<file path="src/rtl/scr1_tapc_ctrl.sv">
// scr1_tapc_ctrl: JTAG TAP controller with IR, BYPASS, DR select decode and TDO mux
module scr1_tapc_ctrl #(
  parameter int SCR1_IR_WIDTH = 5,
  parameter int SCR1_NUM_DR   = 4,
  parameter int SCR1_IR_RESET = 1
) (
  input  logic                     clk,
  input  logic                     rst_n,
  input  logic                     tms,
  input  logic                     tdi,
  input  logic [SCR1_NUM_DR-1:0]   dr_dout_serial,
  output logic                     tdo,
  output logic                     tdo_en,
  output logic [SCR1_NUM_DR-1:0]   fsm_dr_select,
  output logic                     fsm_dr_capture,
  output logic                     fsm_dr_shift,
  output logic                     fsm_dr_update,
  output logic                     rst_n_sync,
  output logic [SCR1_IR_WIDTH-1:0] ir
);
  typedef enum logic [3:0] {
    TLR, RTI, SEL_DR, CAP_DR, SH_DR, EX1_DR, PAU_DR, EX2_DR, UPD_DR,
    SEL_IR, CAP_IR, SH_IR, EX1_IR, PAU_IR, EX2_IR, UPD_IR
  } state_t;
  localparam logic [SCR1_IR_WIDTH-1:0] IR_CAP = SCR1_IR_WIDTH'(1);
  localparam logic [SCR1_IR_WIDTH-1:0] IR_RST = SCR1_IR_WIDTH'(SCR1_IR_RESET);
  state_t state, next;
  logic [SCR1_IR_WIDTH-1:0] ir_sr;
  logic bypass;
  logic ext_sel;
  logic ext_dout;
  // TAP state register
  always_ff @(posedge clk or negedge rst_n)
    if (!rst_n) state <= TLR;
    else state <= next;
  // IEEE 1149.1 next-state function driven by tms
  always_comb begin
    next = state;
    case (state)
      TLR:    next = tms ? TLR    : RTI;
      RTI:    next = tms ? SEL_DR : RTI;
      SEL_DR: next = tms ? SEL_IR : CAP_DR;
      CAP_DR: next = tms ? EX1_DR : SH_DR;
      SH_DR:  next = tms ? EX1_DR : SH_DR;
      EX1_DR: next = tms ? UPD_DR : PAU_DR;
      PAU_DR: next = tms ? EX2_DR : PAU_DR;
      EX2_DR: next = tms ? UPD_DR : SH_DR;
      UPD_DR: next = tms ? SEL_DR : RTI;
      SEL_IR: next = tms ? TLR    : CAP_IR;
      CAP_IR: next = tms ? EX1_IR : SH_IR;
      SH_IR:  next = tms ? EX1_IR : SH_IR;
      EX1_IR: next = tms ? UPD_IR : PAU_IR;
      PAU_IR: next = tms ? EX2_IR : PAU_IR;
      EX2_IR: next = tms ? UPD_IR : SH_IR;
      UPD_IR: next = tms ? SEL_DR : RTI;
    endcase
  end
  // DR strobes and sync reset decoded from the state register alone
  always_comb begin
    fsm_dr_capture = state == CAP_DR;
    fsm_dr_shift   = state == SH_DR;
    fsm_dr_update  = state == UPD_DR;
    rst_n_sync     = state != TLR;
  end
  // IR shift register: capture the fixed 01 pattern, shift LSB-first toward tdo
  always_ff @(posedge clk or negedge rst_n)
    if (!rst_n) ir_sr <= IR_CAP;
    else if (state == CAP_IR) ir_sr <= IR_CAP;
    else if (state == SH_IR) ir_sr <= {tdi, ir_sr[SCR1_IR_WIDTH-1:1]};
  // IR shadow updates on the falling edge so the DRs see a stable select
  always_ff @(negedge clk or negedge rst_n)
    if (!rst_n) ir <= IR_RST;
    else if (state == TLR) ir <= IR_RST;
    else if (state == UPD_IR) ir <= ir_sr;
  // BYPASS cell: captures 0, shifts tdi
  always_ff @(posedge clk or negedge rst_n)
    if (!rst_n) bypass <= 1'b0;
    else if (state == TLR || state == CAP_DR) bypass <= 1'b0;
    else if (state == SH_DR) bypass <= tdi;
  for (genvar g = 0; g < SCR1_NUM_DR; g++) begin : g_sel
    assign fsm_dr_select[g] = ir == SCR1_IR_WIDTH'(g);
  end
  assign ext_sel  = |fsm_dr_select;
  assign ext_dout = |(dr_dout_serial & fsm_dr_select);
  // TDO mux registered on the falling edge; BYPASS when no external DR matches
  always_ff @(negedge clk or negedge rst_n)
    if (!rst_n) begin
      tdo    <= 1'b0;
      tdo_en <= 1'b0;
    end else begin
      tdo    <= state == SH_IR ? ir_sr[0] : state == SH_DR ? (ext_sel ? ext_dout : bypass) : 1'b0;
      tdo_en <= state == SH_IR || state == SH_DR;
    end
endmodule

</file>
<file path="config.mk">
export PLATFORM = sky130hd
export DESIGN_NAME = scr1_tapc_ctrl
export DESIGN_NICKNAME = d
export VERILOG_FILES = /design/src/rtl/scr1_tapc_ctrl.sv
export SDC_FILE = /design/constraint.sdc
export NUM_CORES = 1
export LEC_CHECK = 0
export BUFFER_PORTS_ARGS = -buffer_cell sky130_fd_sc_hd__buf_2
export CORE_MARGIN = 10
export CORE_UTILIZATION = 35
export DETAILED_ROUTE_END_ITERATION = 16
export MAX_ROUTING_LAYER = met4
export SLEW_MARGIN = 20
export SYNTH_ARGS = -nofsm -noshare
export SYNTH_HDL_FRONTEND = slang
export SYNTH_SLANG_ARGS = --single-unit
</file>
<file path="constraint.sdc">
create_clock -name clk -period 1.8 [get_ports clk]
set_input_delay 0.09 -clock clk [delete_from_list [all_inputs] [get_ports clk]]
set_output_delay 0.09 -clock clk [all_outputs]
set_load 0.005 [all_outputs]
</file>
Word-level counts from Yosys, hierarchy flattened:

Cells that the tools add are included.

* register bits: 17
* latch bits: 0
* memory bits (writable): 0
* ROM bits: 0
* bits of input ports: 8
* output and inout bits: 15
* memories kept: 0

* $add $sub $neg: 0
* multipliers: 0
* div/mod/pow operators: 0
* magnitude comparators: 0
* equal/unequal tests: 18
* shift operators: 0
* mux-type cells: 22
* bitwise logic cells: 1
* reductions and logical operators: 13

Operator list (count)
* 4-bit one-hot mux with 12 select lines: 1
* 4-bit equality test (second input constant): 8
* 5-bit two-way mux: 4
* 4-bit by 3-bit equality test with 1-bit output (second input constant): 4
* 4-bit two-way mux: 4
* 5-bit by 2-bit equality test with 1-bit output (second input constant): 2
* 4-bit by 2-bit equality test with 1-bit output (second input constant): 2
* 1-bit two-way mux: 8
* 4-bit OR reduction: 2
* 2-bit two-way mux: 3
* 3-bit two-way mux: 2
* 2-bit nonzero test: 3
* 5-bit by 1-bit equality test with 1-bit output (second input constant): 1
* 5-bit logical NOT: 1
* 4-bit AND: 1
* 4-bit by 1-bit equality test with 1-bit output (second input constant): 1
* 4-bit logical NOT: 1
* 4-bit nonzero test: 1
* 2-bit OR reduction: 2
* 3-bit OR reduction: 1
* 1-bit logical OR: 2

Logic depth before layout (Yosys ltp):

Gate-level depths: netlist of run 1.

* depth after elaboration: 6
* gate-level depth with buffers: 5
* mapped depth without buffers: 4

==> impl_results.rst, run 1 <==
.. list-table::
   :header-rows: 1

   * - Metric
     - Value
   * - Ordered cell list for the critical path
     - and3b_1 > buf_2
   * - Setup violation total in the final timing report
     - 19
   * - Power Dens Cells
     - 1947 nW/µm²
   * - Core Box Area
     - 2545 µm²
   * - I/O Pins
     - 23
   * - Required arrival time at the worst endpoint
     - 1.71 ns
   * - Kind of critical path
     - flop to output pin
   * - Die H
     - 72.26 µm
   * - Smallest setup slack after layout
     - -0.4189 ns
   * - Largest net degree at the start of global routing
     - 18
   * - Fraction of the mapped netlist area in simple logic gates
     - 23.17%
   * - Part of the power in the clock network
     - 7.2%
   * - Worst-case clock skew
     - 0.06396 ns
   * - Vias per std cell
     - 5.119
   * - Accumulated negative setup slack
     - -4.753 ns
   * - Placed standard-cell area
     - 1226 µm²
   * - Xor/xnor share of the synthesized area
     - 0.9162%
   * - TritonCTS Buffers
     - 3
   * - Placer's final routability congestion estimate
     - 0.8323
   * - Synthesized area per cell
     - 9.104 µm²
   * - Remaining DRCs
     - 0
   * - First-pass GRT wire length
     - 4126 µm
   * - Dominant combinational cell family by area after synthesis
     - simple AND/OR/NAND/NOR gates
   * - Count of flip-flops with a built-in enable after synthesis
     - 0
   * - Cell Rows
     - 18
   * - Vias in the first global route
     - 887
   * - Endpoint type of the worst setup path
     - output pin
   * - Worst vdd ir
     - 0.001059 V
   * - Fillcell total
     - 222
   * - Synth async-reset ratio
     - 100.0%
   * - Synthesized net count
     - 113
   * - CP startpoint
     - ir[0]
   * - Slowest-stage cell, CP
     - sky130_fd_sc_hd__dfstp_2
   * - Count of antenna-violating nets left after detailed routing
     - 0
   * - Die outline width
     - 72.26 µm
   * - Number of vias after detailed routing
     - 947
   * - Total GRT Usage
     - 9.696%
   * - Multiplexer share of the synthesized area
     - 6.806%
   * - Reg-to-reg startpoint
     - state[2]
   * - Compound-Gate Fraction of Synth Area
     - 17.80%
   * - Nature of the critical path startpoint
     - flop
   * - Share of synthesized area occupied by flip-flops and latches
     - 44.76%
   * - Clk_lat worst skew
     - 0.34 ns
   * - Worst min path class
     - primary input to flop
   * - Detailed-route wire length
     - 2553 µm
   * - Post-route cell area
     - 1490 µm²
   * - TritonCTS clock tree
     - built
   * - Starting Density
     - 37.56%
   * - RSZ-0062 raised after global routing
     - true
   * - Number of max-slew violations in the final report
     - 0
   * - Slew at the pin closest to its max-slew limit
     - 0.3836 ns
   * - Arithmetic-cell share of the synthesized area counting full adders, half adders and majority gates
     - 0%
   * - Run status
     - complete, but fails checks
   * - Utilization after layout
     - 58.55%
   * - Part of the total power dissipated in sequential elements
     - 25.4%
   * - Switching power of the nets
     - 1.111 mW
   * - Data arrival time of the critical path
     - 2.13 ns
   * - Cell area after synthesis
     - 955.9 µm²
   * - Routed len/inst
     - 13.80 µm
   * - Failing checks
     - setup timing
   * - Number of distinct library cells after synthesis
     - 39
   * - Dominant register cell in the synthesized netlist
     - sky130_fd_sc_hd__dfrtp_1
   * - Grt ovf
     - 0
   * - Number of flip-flops and latches in the synthesized netlist
     - 17
   * - Worst Path Max Fanout
     - 6
   * - Reported max-cap violation count
     - 0
   * - Post-layout nets
     - 164
   * - Combinational share of power
     - 67.4%
   * - Fraction of final layout cells sized beyond drive strength 1
     - 52.26%
   * - Area growth from synthesis to final layout
     - 55.89%
   * - Share of total power consumed by net switching
     - 38.30%
   * - Clock root cell
     - sky130_fd_sc_hd__clkbuf_4
   * - Int Pwr
     - 1.790 mW
   * - Hold Crit Start
     - tdi
   * - Pleak
     - 0.7294 nW
   * - Largest stage delay on the critical path
     - 0.57 ns
   * - Starting DRC count in detailed routing
     - 27
   * - Count of TritonRoute iterations in the first routing pass
     - 4
   * - Synth Instances
     - 105
   * - Port bufs
     - 22
   * - Max_slew headroom
     - 74.43%
   * - Die area
     - 5222 µm²
   * - Buffers from clock root to sink, at most
     - 2
   * - Number of antenna violations at the first check in global routing
     - 0
   * - Clock transition at the registers of the reported paths
     - 0.10 ns
   * - Final Hold Viols
     - 0
   * - Depth of the CTS H-tree
     - 1
   * - Antenna cell count
     - 0
   * - Warning count from the yosys run
     - 0
   * - Placed wire-length estimate
     - 1831 µm
   * - Clock net sink count
     - 17
## layout by cell type, fill, tap and decap left out, types with 2 or more instances in the layout
cell type and count:
sky130_fd_sc_hd__a211oi_1 2, sky130_fd_sc_hd__a21oi_1 2, sky130_fd_sc_hd__a21oi_2 4, sky130_fd_sc_hd__and3b_1 3, sky130_fd_sc_hd__buf_2 17, sky130_fd_sc_hd__buf_4 21
sky130_fd_sc_hd__buf_6 16, sky130_fd_sc_hd__clkbuf_4 3, sky130_fd_sc_hd__dfrtn_1 6, sky130_fd_sc_hd__dfrtp_1 8, sky130_fd_sc_hd__dfstp_2 2, sky130_fd_sc_hd__inv_1 4
sky130_fd_sc_hd__mux2i_1 2, sky130_fd_sc_hd__nand2_1 15, sky130_fd_sc_hd__nand2b_1 2, sky130_fd_sc_hd__nand3_1 2, sky130_fd_sc_hd__nor2_1 6, sky130_fd_sc_hd__nor3_1 3
sky130_fd_sc_hd__o21ai_0 6, sky130_fd_sc_hd__o22ai_1 4, sky130_fd_sc_hd__o22ai_2 2
## power groups by stage
stage | clock, mW | sequential, mW | combinational, mW
floorplan | 0.00695 | 0.723 | 0.873
global route | 0.225 | 0.762 | 2.14
detailed placement | 0.00695 | 0.721 | 1.49
finish | 0.209 | 0.737 | 1.95
global placement | 0.00695 | 0.716 | 1.45
CTS | 0.210 | 0.723 | 1.71
## path summary, 6_finish.rpt
check                              endpoint  cells past startpoint  slack [ns]
min                                ir_sr[4]                      3        0.11
min in group asynchronous          state[3]                      2        0.24
max in group asynchronous             ir[0]                      2        0.38
max reg2reg                           ir[4]                      3       -0.31
min reg2reg                        ir_sr[4]                      2        0.53
max                        fsm_dr_select[2]                      2       -0.42
## state kept, by name, indices dropped and copies added (netlist names)
name,cells
state,4
ir_sr,5
ir,5
tdo,1
bypass,1
tdo_en,1
## worst max-delay path, delay by kind of cell (launching register included)
kind / cells / cell delay, ns
buffers and inverters: 1 / 0.12
flip-flops: 1 / 0.57
AND/OR/NAND/NOR: 1 / 0.19
## timing repair
| item | 4_1_cts | 5_1_grt |
|---|---|---|
| endpoints found under the hold margin | 9 | 0 |
| hold buffers | 1 | 0 |
| pin swaps | 11 | 8 |
| buffers inserted | 4 | 8 |
| setup endpoints to repair | 17 | 19 |
| resized for setup | 15 | 19 |
## area by class of cell
| type | instances | area (µm²) | share of cell area [%] |
|---|---|---|---|
| timing repair buffer | 55 | 432.9 | 29.05 |
| inverter | 3 | 16.27 | 1.092 |
| sequential | 17 | 429.2 | 28.80 |
| tap | 30 | 37.54 | 2.519 |
| clock inverter | 2 | 7.507 | 0.5038 |
| clock buffer | 3 | 22.52 | 1.511 |
| multi-input combinational | 75 | 544.3 | 36.52 |
## per-layer routing
layer  global-route usage, %  vias to the layer above  part of all wire (%)
met5                       -                        -                     0
met3                   2.177                        2                   5.8
met4                   3.226                        0                   1.3
met1                   11.22                      446                    42
met2                   16.13                       19                    50
li1                        -                      480                     -
## synth_stat cells, types with 2 or more instances
cell / instances / share of area, %
sky130_fd_sc_hd__nand2b_1: 2 / 1.3
sky130_fd_sc_hd__nor3_1: 4 / 2.1
sky130_fd_sc_hd__dfrtn_1: 6 / 16
sky130_fd_sc_hd__dfstp_2: 2 / 5.5
sky130_fd_sc_hd__mux2i_1: 2 / 2.1
sky130_fd_sc_hd__inv_1: 3 / 1.2
sky130_fd_sc_hd__a21oi_1: 6 / 3.1
sky130_fd_sc_hd__o22ai_1: 6 / 3.9
sky130_fd_sc_hd__a211oi_1: 2 / 1.6
sky130_fd_sc_hd__nand2_1: 15 / 5.9
sky130_fd_sc_hd__nand3_1: 2 / 1.0
sky130_fd_sc_hd__nor2_1: 6 / 2.4
sky130_fd_sc_hd__and3b_1: 3 / 2.7
sky130_fd_sc_hd__and3_1: 2 / 1.3
sky130_fd_sc_hd__dfrtp_1: 9 / 24
sky130_fd_sc_hd__clkbuf_1: 6 / 2.4
sky130_fd_sc_hd__o21ai_0: 7 / 3.7
## cell families after synthesis
family | Yosys count
and+or+nand+nor | 42
muxes | 5
DFF | 17
AOI/OAI and AO/OA | 27
xor gates and xnor gates | 1
buffers and inverters | 13
## stage by stage
| step | setup slack [ns] | power, mW | std cells | hold WS (ns) |
|---|---|---|---|---|
| 2_1_floorplan | -0.3771 | 1.603 | 105 | -0.2056 |
| 3_3_place_gp | -0.3034 | 2.171 | 169 | 0.02623 |
| 3_5_place_dp | -0.3556 | 2.214 | 169 | 0.03411 |
| 4_1_cts | -0.4111 | 2.642 | 178 | 0.1185 |
| 5_1_grt | -0.4819 | 3.123 | 185 | 0.1282 |
| 6_report | -0.4189 | 2.901 | 185 | 0.1084 |
Note: power is estimated with default switching activity, not from simulation.
==> run 2: changes to the inputs <==
Settings changed: SETUP_SLACK_MARGIN set to 0.2, SKIP_LAST_GASP set to 1.
==> impl_results.rst, run 2 (synthesis gave the netlist of run 1 again) <==
.. list-table::
   :header-rows: 1

   * - Metric
     - Value
   * - Registers with the highest flip-flop counts
     - ir: 5 flops, ir_sr: 5 flops, state: 4 flops
   * - Worst min path class
     - primary input to flop
   * - Part of the power in the clock network
     - 6.8%
   * - Power Dens Cells
     - 1978 nW/µm²
   * - Setup violation total in the final timing report
     - 18
   * - Hold Crit Start
     - tdi
   * - Clk_lat worst skew
     - 0.34 ns
   * - Reg-to-reg startpoint
     - state[1]
   * - Number of vias after detailed routing
     - 981
   * - Count of antenna-violating nets left after detailed routing
     - 0
   * - Port bufs
     - 22
   * - Power after layout
     - 2.972 mW
   * - Antenna cell count
     - 0
   * - Grt ovf
     - 0
   * - Nature of the critical path startpoint
     - flop
   * - Utilization after layout
     - 59.05%
   * - Part of the total power dissipated in sequential elements
     - 24.6%
   * - Number of cell instances on the worst register-to-register path
     - 3
   * - Count of TritonRoute iterations in the first routing pass
     - 4
   * - Int Pwr
     - 1.806 mW
   * - Worst Hold Slack
     - 0.09167 ns
   * - Depth of the CTS H-tree
     - 1
   * - Commonest cells after routing, fill and taps aside
     - sky130_fd_sc_hd__buf_6 (18), sky130_fd_sc_hd__buf_2 (17), sky130_fd_sc_hd__buf_4 (16)
   * - Total GRT Usage
     - 10.37%
   * - Max_slew headroom
     - 78.06%
   * - Area growth from synthesis to final layout
     - 57.20%
   * - Starting DRC count in detailed routing
     - 25
   * - Worst R2R End
     - ir[2]
   * - Hold Path Stages
     - 3
   * - Endpoint type of the worst setup path
     - output pin
   * - Routed len/inst
     - 14.86 µm
   * - I/O Pins
     - 23
   * - Post-layout nets
     - 161
   * - Smallest setup slack after layout
     - -0.4144 ns
   * - Placer's final routability congestion estimate
     - 0.7966
   * - Run status
     - complete, but fails checks
   * - RSZ-0062 raised after global routing
     - true
   * - Final Hold Viols
     - 0
   * - Die H
     - 72.26 µm
   * - Largest stage delay on the critical path
     - 0.38 ns
   * - Worst vdd ir
     - 0.001137 V
   * - Minimum setup slack among reg-to-reg paths
     - -0.30 ns
   * - Failing checks
     - setup timing
   * - Starting Density
     - 37.56%
   * - First-pass GRT wire length
     - 4443 µm
   * - Worst-case clock skew
     - 0.05845 ns
   * - Data arrival time of the critical path
     - 2.12 ns
   * - Required arrival time at the worst endpoint
     - 1.71 ns
   * - Leading cell type in the layout, fill and taps excluded
     - sky130_fd_sc_hd__buf_6
   * - Placed Instances
     - 167
   * - Vias per std cell
     - 5.390
   * - Number of max-slew violations in the final report
     - 0
   * - Clock net sink count
     - 17
   * - Slew at the pin closest to its max-slew limit
     - 0.3282 ns
   * - Share of total power consumed by net switching
     - 39.22%
   * - Clock transition at the registers of the reported paths
     - 0.10 ns
   * - Slowest-stage cell, CP
     - sky130_fd_sc_hd__dfrtn_1
   * - Switching power of the nets
     - 1.166 mW
   * - Ordered cell list for the critical path
     - nor3_4 > nor3b_2 > buf_2
   * - Fin cells
     - 182
   * - TritonCTS Buffers
     - 3
   * - Number of antenna violations at the first check in global routing
     - 0
   * - Core Box Area
     - 2545 µm²
   * - TritonCTS clock tree
     - built
   * - Fraction of final layout cells sized beyond drive strength 1
     - 52.63%
   * - Pleak
     - 0.7334 nW
   * - Vias in the first global route
     - 928
   * - Remaining DRCs
     - 0
   * - Kind of critical path
     - flop to output pin
   * - Detailed-route wire length
     - 2704 µm
   * - Clock root cell
     - sky130_fd_sc_hd__clkbuf_4
   * - Worst Hold End
     - ir_sr[4]
   * - Buffers from clock root to sink, at most
     - 2
   * - Placed wire-length estimate
     - 1936 µm
   * - Largest net degree at the start of global routing
     - 15
   * - Reported max-cap violation count
     - 0
   * - Worst Path Max Fanout
     - 5
   * - Accumulated negative setup slack
     - -4.775 ns
   * - Die outline width
     - 72.26 µm
   * - Cell Rows
     - 18
   * - Die area
     - 5222 µm²
   * - Combinational share of power
     - 68.6%
## run 2: changes by cell type in the layout (fill, tap and decap cells not counted), sizes merged
cell  delta
buf      -3
## run 2: timing repair
action,CTS,global route
hold endpoints to repair,10,0
endpoints found under the setup margin,23,23
gates resized for setup,19,17
hold buffers,1,0
pin swaps,5,7
setup buffers,4,6
## run 2: layout make-up
class | instances | area, µm²
Clock buffer | 3 | 22.52
Clock inverter | 2 | 7.507
Inverter | 3 | 16.27
Timing Repair Buffer | 52 | 417.9
Sequential cell | 17 | 429.2
Tap cell | 30 | 37.54
Fill cell | 230 | 1042
Multi-Input combinational cell | 75 | 571.8
## run 2: worst max path at each step
stage,from,endpoint,cells past startpoint
global placement,state[1],ir[0],3
CTS,ir[2],fsm_dr_select[0],3
global route,ir[4],fsm_dr_select[0],3
finish,ir[4],fsm_dr_select[0],3
detailed placement,state[1],ir[0],3
floorplan,state[2],ir[0],5
## run 2: power groups by stage
stage	Sequential, mW	Clock (mW)	Combinational, mW
final	0.731	0.202	2.04
after global placement	0.706	0.00695	1.45
after global routing	0.757	0.225	2.21
after floorplan	0.723	0.00695	0.888
after CTS	0.724	0.204	1.75
after detailed placement	0.717	0.00695	1.48
## run 2: through the flow
stage	cell area (µm²)	setup slack (ns)
finish	1503	-0.4144
global route	1503	-0.5041
CTS	1373	-0.4196
detailed placement	1219	-0.3795
global placement	1219	-0.3069
floorplan	982.2	-0.3771
## run 2: metal layers
metal	vias up	track usage, %	routed length (µm)
li1	477	-	-
met1	469	12.44	1148
met2	31	15.94	1342
met3	4	2.041	138
met4	0	5.591	75
met5	-	-	0
## run 2: worst max-delay path: cells and delay by family, from the launching register on
kind | cells | cell delay, ns
buffers and inverters | 1 | 0.13
AND/OR/NAND/NOR | 2 | 0.43
flip-flops | 1 | 0.38
==> run 3: changes to the inputs <==
Settings changed: CTS_CLUSTER_SIZE set to 16, SETUP_SLACK_MARGIN 0.2 to 0.5.
==> impl_results.rst, run 3 (synthesis gave the netlist of run 1 again) <==
.. list-table::
   :header-rows: 1

   * - Metric
     - Value
   * - Part of the power in the clock network
     - 6.3%
   * - Fillcell total
     - 206
   * - Endpoint type of the worst setup path
     - output pin
   * - Kind of critical path
     - flop to output pin
   * - Post-route cell area
     - 1627 µm²
   * - TritonCTS Buffers
     - 3
   * - Met3 demand-to-capacity share in global routing
     - 2.041%
   * - Placed wire-length estimate
     - 1936 µm
   * - Final Hold Viols
     - 0
   * - Clock transition at the registers of the reported paths
     - 0.09 ns
   * - Met2 Track Usage GR
     - 18.46%
   * - Post-layout nets
     - 169
   * - Clock net sink count
     - 17
   * - Share of total power consumed by net switching
     - 39.69%
   * - Int Pwr
     - 1.987 mW
   * - Pleak
     - 0.7952 nW
   * - Commonest cells after routing, fill and taps aside
     - sky130_fd_sc_hd__buf_6 (21), sky130_fd_sc_hd__buf_4 (19), sky130_fd_sc_hd__buf_2 (18)
   * - Slew at the pin closest to its max-slew limit
     - 0.2707 ns
   * - Fraction of final layout cells sized beyond drive strength 1
     - 58.75%
   * - Number of cell instances on the worst register-to-register path
     - 3
   * - Failing checks
     - setup timing
   * - Switching power of the nets
     - 1.308 mW
   * - Count of TritonRoute iterations in the first routing pass
     - 4
   * - Clock root cell
     - sky130_fd_sc_hd__clkbuf_4
   * - Part of the total power dissipated in sequential elements
     - 22.4%
   * - Die area
     - 5222 µm²
   * - Combinational share of power
     - 71.3%
   * - Worst Path Max Fanout
     - 5
   * - Area growth from synthesis to final layout
     - 70.16%
   * - Number of antenna violations at the first check in global routing
     - 0
   * - Depth of the CTS H-tree
     - 1
   * - Smallest setup slack after layout
     - -0.4237 ns
   * - Vias in the first global route
     - 1,007
   * - Hold Path Stages
     - 3
   * - Worst vdd ir
     - 0.001300 V
   * - Die outline width
     - 72.26 µm
   * - Antenna cell count
     - 0
   * - Registers with the highest flip-flop counts
     - ir: 5 flops, ir_sr: 5 flops, state: 4 flops
   * - Detailed-route wire length
     - 3105 µm
   * - Required arrival time at the worst endpoint
     - 1.71 ns
   * - Leading cell type in the layout, fill and taps excluded
     - sky130_fd_sc_hd__buf_6
   * - Max_slew headroom
     - 81.44%
   * - Nature of the critical path startpoint
     - flop
   * - TritonCTS clock tree
     - built
   * - First-pass GRT wire length
     - 4830 µm
   * - Placer's final routability congestion estimate
     - 0.7966
   * - Routed len/inst
     - 16.34 µm
   * - Starting DRC count in detailed routing
     - 55
   * - Power Dens Cells
     - 2026 nW/µm²
   * - Starting Density
     - 37.56%
   * - Remaining DRCs
     - 0
   * - Number of max-slew violations in the final report
     - 0
   * - Buffers from clock root to sink, at most
     - 2
   * - Port bufs
     - 22
   * - Cell Rows
     - 18
   * - Data arrival time of the critical path
     - 2.13 ns
   * - Total GRT Usage
     - 11.43%
   * - Worst min path class
     - primary input to flop
   * - Placed standard-cell area
     - 1219 µm²
   * - Number of vias after detailed routing
     - 1,043
   * - Grt ovf
     - 0
   * - Clk_lat worst skew
     - 0.35 ns
   * - Worst-case clock skew
     - 0.05921 ns
   * - Count of antenna-violating nets left after detailed routing
     - 0
   * - Most heavily used metal layer in global routing
     - met2
   * - Setup violation total in the final timing report
     - 19
   * - Reported max-cap violation count
     - 0
   * - Vias per std cell
     - 5.489
   * - RSZ-0062 raised after global routing
     - true
   * - Run status
     - complete, but fails checks
   * - I/O Pins
     - 23
   * - Minimum setup slack among reg-to-reg paths
     - -0.32 ns
   * - Largest net degree at the start of global routing
     - 15
   * - Global-route met1 utilization
     - 13.06%
   * - Accumulated negative setup slack
     - -4.969 ns
   * - Core Box Area
     - 2545 µm²
   * - Die H
     - 72.26 µm
-- run 3: cell type report --
type	count	area [µm²]	area share (%)
Clock buffer	3	22.52	1.385
Inverter	3	16.27	1.000
Clock inverter	2	7.507	0.4615
Tap cell	30	37.54	2.308
Sequential cell	17	429.2	26.38
Multi-Input combinational cell	75	619.3	38.08
Timing Repair Buffer	60	494.2	30.38
-- run 3: what timing repair did --
action                                 4_1_cts  5_1_grt
gates cloned                                 0        1
gates resized for setup                     29       27
pin swaps                                    7       11
hold buffers                                 1        0
endpoints found under the hold margin       10        0
buffers inserted                             7       10
setup endpoints to repair                   24       32
-- run 3: worst max-delay path, stage by stage (launching register included) --
cell                      delay (ns)
sky130_fd_sc_hd__dfrtn_1        0.37
sky130_fd_sc_hd__nor3_4         0.25
sky130_fd_sc_hd__nor3b_2        0.19
sky130_fd_sc_hd__buf_2          0.13
-- run 3: final timing paths --
check                          from               end
min reg2reg                ir_sr[4]          ir_sr[4]
max reg2reg                state[1]             ir[3]
max                           ir[4]  fsm_dr_select[0]
min                             tdi          ir_sr[4]
max in group asynchronous     rst_n             ir[0]
min in group asynchronous     rst_n            bypass
-- run 3: through the flow --
| stage | hold slack [ns] | instances | power (mW) | utilization [%] | worst slack [ns] |
|---|---|---|---|---|---|
| after floorplan | -0.2056 | 105 | 1.619 | - | -0.3771 |
| after global placement | -0.04148 | 167 | 2.162 | 47.89 | -0.3069 |
| after detailed placement | -0.03900 | 167 | 2.202 | 47.89 | -0.3795 |
| after CTS | 0.09297 | 179 | 2.817 | 56.34 | -0.4196 |
| after global routing | 0.09091 | 190 | 3.520 | 63.91 | -0.5228 |
| final | 0.08000 | 190 | 3.295 | 63.91 | -0.4237 |
-- run 3: power groups by stage --
stage	clock network (mW)	registers (mW)	logic (mW)
2_1_floorplan	0.00695	0.723	0.888
3_3_place_gp	0.00695	0.706	1.45
3_5_place_dp	0.00695	0.717	1.48
4_1_cts	0.204	0.724	1.89
5_1_grt	0.229	0.766	2.53
6_report	0.208	0.738	2.35
-- run 3: per-layer routing --
layer	vias to the layer above	routed length, µm
li1	495	-
met1	510	1317
met2	32	1605
met3	6	113
met4	0	68
met5	-	0
